### src/rtl/counter32_ctrl.sv
// counter32_ctrl: turns raw buttons/switches into clean run/step/clear command
// pulses, a count direction level and an auto-scanning LED byte select.
`default_nettype none

module counter32_ctrl #(
  parameter int PRESCALE = 4,
  parameter int SCAN_DIV = 8
) (
  input  logic       clk,
  input  logic       rst,
  input  logic       run_btn,
  input  logic       step_btn,
  input  logic       clr_btn,
  input  logic       sw1,
  input  logic       sw0,
  output logic       cnt_en,
  output logic       cnt_clr,
  output logic       cnt_up,
  output logic [1:0] byte_sel,
  output logic [1:0] state
);

  localparam int PW = (PRESCALE > 1) ? $clog2(PRESCALE) : 1;
  localparam int SW = (SCAN_DIV > 1) ? $clog2(SCAN_DIV) : 1;
  localparam logic [PW-1:0] c_PRE_MAX  = PW'(PRESCALE - 1);
  localparam logic [SW-1:0] c_SCAN_MAX = SW'(SCAN_DIV - 1);

  typedef enum logic [1:0] {
    S_IDLE  = 2'b00,
    S_RUN   = 2'b01,
    S_PAUSE = 2'b10,
    S_CLEAR = 2'b11
  } state_t;

  // Bit order of the synchronizer vectors: {sw0, sw1, clr, step, run}
  logic [4:0]    w_async;
  logic [4:0]    r_s1;
  logic [4:0]    r_s2;
  logic [2:0]    r_hist;
  logic [2:0]    w_edge;
  logic          w_run_evt;
  logic          w_step_evt;
  logic          w_clr_evt;

  state_t        r_state;
  state_t        w_next;
  logic [PW-1:0] r_presc;
  logic [PW-1:0] w_presc_next;
  logic          w_presc_tc;
  logic          w_en_d;
  logic          w_clr_d;
  logic          r_en;
  logic          r_clr;
  logic          r_up;
  logic [SW-1:0] r_div;
  logic          w_div_tc;
  logic [1:0]    r_bsel;

  assign w_async    = {sw0, sw1, clr_btn, step_btn, run_btn};
  assign w_edge     = r_s2[2:0] & ~r_hist;
  assign w_run_evt  = w_edge[0];
  assign w_step_evt = w_edge[1];
  assign w_clr_evt  = w_edge[2];
  assign w_presc_tc = (r_presc == c_PRE_MAX);
  assign w_div_tc   = (r_div == c_SCAN_MAX);

  always_ff @(posedge clk or negedge rst) begin
    if (!rst) begin
      r_s1   <= '0;
      r_s2   <= '0;
      r_hist <= '0;
    end else begin
      r_s1   <= w_async;
      r_s2   <= r_s1;
      r_hist <= r_s2[2:0];
    end
  end

  // Clear beats run beats step; a terminal count is dropped when RUN is left.
  always_comb begin
    w_next  = r_state;
    w_en_d  = 1'b0;
    w_clr_d = 1'b0;
    if (w_clr_evt) begin
      w_next = S_CLEAR;
    end else begin
      case (r_state)
        S_CLEAR: w_next = S_IDLE;
        S_IDLE:  if (w_run_evt) w_next = S_RUN;
        S_RUN: begin
          if (w_run_evt) w_next = S_PAUSE;
          else           w_en_d = w_presc_tc;
        end
        S_PAUSE: begin
          if (w_run_evt)       w_next = S_RUN;
          else if (w_step_evt) w_en_d = 1'b1;
        end
        default: w_next = S_IDLE;
      endcase
    end
    w_clr_d = (w_next == S_CLEAR);
  end

  always_comb begin
    w_presc_next = '0;
    if (r_state == S_RUN && w_next == S_RUN)
      w_presc_next = w_presc_tc ? '0 : r_presc + 1'b1;
  end

  always_ff @(posedge clk or negedge rst) begin
    if (!rst) begin
      r_state <= S_IDLE;
      r_presc <= '0;
      r_en    <= 1'b0;
      r_clr   <= 1'b0;
      r_up    <= 1'b1;
    end else begin
      r_state <= w_next;
      r_presc <= w_presc_next;
      r_en    <= w_en_d;
      r_clr   <= w_clr_d;
      r_up    <= ~r_s2[3];
    end
  end

  // Scan divider free-runs so the scan phase is independent of the enable.
  always_ff @(posedge clk or negedge rst) begin
    if (!rst) begin
      r_div  <= '0;
      r_bsel <= 2'b00;
    end else begin
      r_div <= w_div_tc ? '0 : r_div + 1'b1;
      if (!r_s2[4])
        r_bsel <= 2'b00;
      else if (w_div_tc)
        r_bsel <= r_bsel + 2'b01;
    end
  end

  assign cnt_en   = r_en;
  assign cnt_clr  = r_clr;
  assign cnt_up   = r_up;
  assign byte_sel = r_bsel;
  assign state    = r_state;

endmodule

`default_nettype wire

### config.mk
export PLATFORM = sky130hd
export DESIGN_NAME = counter32_ctrl
export DESIGN_NICKNAME = d
export VERILOG_FILES = /design/src/rtl/counter32_ctrl.sv
export SDC_FILE = /design/constraint.sdc
export NUM_CORES = 1
export LEC_CHECK = 0
export CAP_MARGIN = 10
export CORE_MARGIN = 3
export CORE_UTILIZATION = 44
export CTS_CLUSTER_SIZE = 8
export DETAILED_ROUTE_END_ITERATION = 6
export HOLD_SLACK_MARGIN = 0.08
export MAX_ROUTING_LAYER = met4
export PLACE_DENSITY = 0.68
export SLEW_MARGIN = 20
export SYNTH_ARGS = -nofsm -noshare
export SYNTH_HDL_FRONTEND = slang
export SYNTH_SLANG_ARGS = --single-unit
### constraint.sdc
create_clock -name clk -period 1.5 [get_ports clk]
set_clock_uncertainty 0.1 [all_clocks]
set_input_delay 0.225 -clock clk [delete_from_list [all_inputs] [get_ports clk]]
set_output_delay 0.225 -clock clk [all_outputs]
set_load 0.03 [all_outputs]
==> reports/summary.txt <==
antenna violations before repair: 0
Unique masters post-synth: 20
num rows: 15
io pins: 14
Peak VDD IR: 0.875 mV
syn avg cell area: 14.9 sq um
total grt overflow: 0
Cell Area, Synth: 895 sq um
most frequent cells in the layout: 22 x dfrtp_1, 6 x clkdlybuf4s50_1, 6 x buf_4
wire per inst: 12.6 um
Synth area leader: dfrtp_1
crit-path max FO: 4
CP Capture Type: register
clock transition at the registers of the reported paths: 120 ps
Worst-Skew Late Latency: 300 ps
die area: 2610 sq um
Rel. slew slack: 78.9%
Net Sw Power: 0.000662 W
maxcap violations: 0
Synthesized Nets: 74
LEAKAGE: 0.561 nW
cts bufs inserted: 3
fin nets: 97
final WL: 1.35 mm
Area Growth Syn to Fin: 32.3%
global-route wire length before repair: 2.23 mm
period utilisation layout: 103%
CP Launch Type: register
fin crit period: 1540 ps
Finished Core Util: 65.0%
chip height: 51.1 um
Final Max Slew Viols: 0
largest net degree at the start of global routing: 26
CTS Root Cell: clkbuf_4
DRC violation total after the first TritonRoute iteration: 3
hpwl dp: 947 um
vias in the first global route: 519
post-synth top area share: 67.1%
via count: 494
CTS tree: built
Flop pwr share: 43.4%
Max clock buf depth: 2
status: complete, but fails checks
final setup fails: 4
Crit path required time: 1630 ps
switching share of power: 35.3%
sequential area share after synthesis: 70.1%
Worst Path Arrival: 1680 ps
CTS Hold Bufs: 0
design area: 1180 sq um
clock share of power: 14.9%
Hold WC Path Type: primary input to asynchronous set/reset pin
Pint: 0.00121 W
CTS HTree Levels: 1
failing checks: negative setup slack
Yosys warning count: 0
drt drc: 0
final hold vios: 0
ANT cells: 0
number of port buffers: 13
DP Area: 1080 sq um
Worst Tran Pin Value: 318 ps
GRT Total Usage: 12.1%
combinational share of power: 41.7%
Initial Util: 49.1%
most common cell after layout, fill and taps aside: dfrtp_1
total power: 0.00187 W
post-route ant nets: 0
share of cells above drive strength 1: 34.1%
TritonRoute pass-1 iters: 3
Final Worst Setup Slack: -43.2 ps
CORE AREA: 1820 sq um
routed vias/inst: 4.62
Synth Instances: 60
die width: 51.1 um
critical path class: register to register
Pwr per Cell Area: 1580 nW/um^2
RSZ-0062 raised after global routing: true
Final Wtd Congestion: 0.819
f_max: 0.648 GHz
Seq cells post-synth: 25
top post-synthesis cells by area: dfrtp_1 67%, ha_1 9.8%, dfstp_2 2.9%
CTS Sinks: 25
==> synthesized netlist by cell type <==
cell	instances
nand2b_4	1
nand2_1	4
o31ai_4	1
or2b_2	1
xnor2_1	1
a211o_1	1
dfrtp_1	24
a32oi_1	1
dfstp_2	1
a21boi_1	1
inv_1	4
nand3_1	1
nor3_1	2
ha_1	7
nor2_1	3
a21oi_1	2
and2_4	1
xor2_1	1
and2_1	2
or2_1	1
==> worst max-delay path: stages, from the launching register on <==
cell     delay [ps]
dfrtp_2         450
buf_4           140
ha_1            240
a211o_1         360
nor3_2          180
==> final timing paths <==
check,cells past startpoint,start,slack (ps),endpoint
max in group asynchronous,2,rst,860,cnt_up
worst min-delay path,2,rst,150,r_s2[0]
worst min register to register,0,r_s1[4],260,r_s2[4]
worst max register to register,4,state[0],-40,r_presc[1]
worst max-delay path,4,state[0],-40,r_presc[1]
min in group clk,1,step_btn,250,r_s1[1]
==> layer usage <==
layer  vias up  share of wire [%]  GRT usage (%)
li1        238                  -              -
met1       240                 44           13.6
met2        12                 50           20.6
met3         4                3.7           1.75
met4         0                2.0           6.73
met5         -                  0              -
==> power groups by stage <==
stage | combinational [W] | sequential, W | clock (W)
finish | 0.000781 | 0.000813 | 0.000279
global route | 0.000846 | 0.000821 | 0.000322
CTS | 0.000694 | 0.000801 | 0.000298
detailed placement | 0.000579 | 0.000816 | 0
global placement | 0.000557 | 0.000811 | 0
floorplan | 0.000281 | 0.000901 | 0
==> metrics by stage <==
| stage | hold WS [ps] | instances | worst slack (ps) | setup TNS, ps |
|---|---|---|---|---|
| after floorplan | -171 | 60 | -30.3 | -32.3 |
| after global placement | 233 | 100 | -3.83 | -3.83 |
| after detailed placement | 236 | 100 | -75.7 | -144 |
| after CTS | 151 | 107 | -62.5 | -158 |
| after global routing | 161 | 107 | -88.8 | -310 |
| final | 152 | 107 | -43.2 | -130 |
==> kinds of logic after synthesis <==
group                      after synthesis  share of synthesized area, %
adders and majority gates                7                          9.79
xor gates and xnor gates                 2                          1.96
AOI/OAI and AO/OA                        6                          6.29
buffers and inverters                    4                          1.68
and+or+nand+nor                         16                          10.2
DFF                                     25                          70.1
==> registers in the layout (all words and copies together), names as in the netlist, 2 cells and up <==
signal and count:
r_hist 3, r_div 3, r_s2 5, byte_sel 2, r_presc 2, r_s1 5, state 2
==> repair_timing <==
action / 4_1_cts / 5_1_grt
endpoints found under the setup margin: 9 / 6
buffers inserted: 3 / 0
pin swaps: 6 / 3
endpoints found under the hold margin: 0 / 0
cloned: 0 / 0
resized for setup: 14 / 9
==> area by class of cell <==
class / instances / area [sq um]
fillers: 147 / 637
flip-flops and latches: 25 / 629
multi-input cells: 31 / 322
repair buffers: 18 / 155
well taps: 25 / 31.3
clock buffers: 4 / 26.3
inverters: 4 / 20.0
Note: power is estimated with default switching activity, not from simulation.
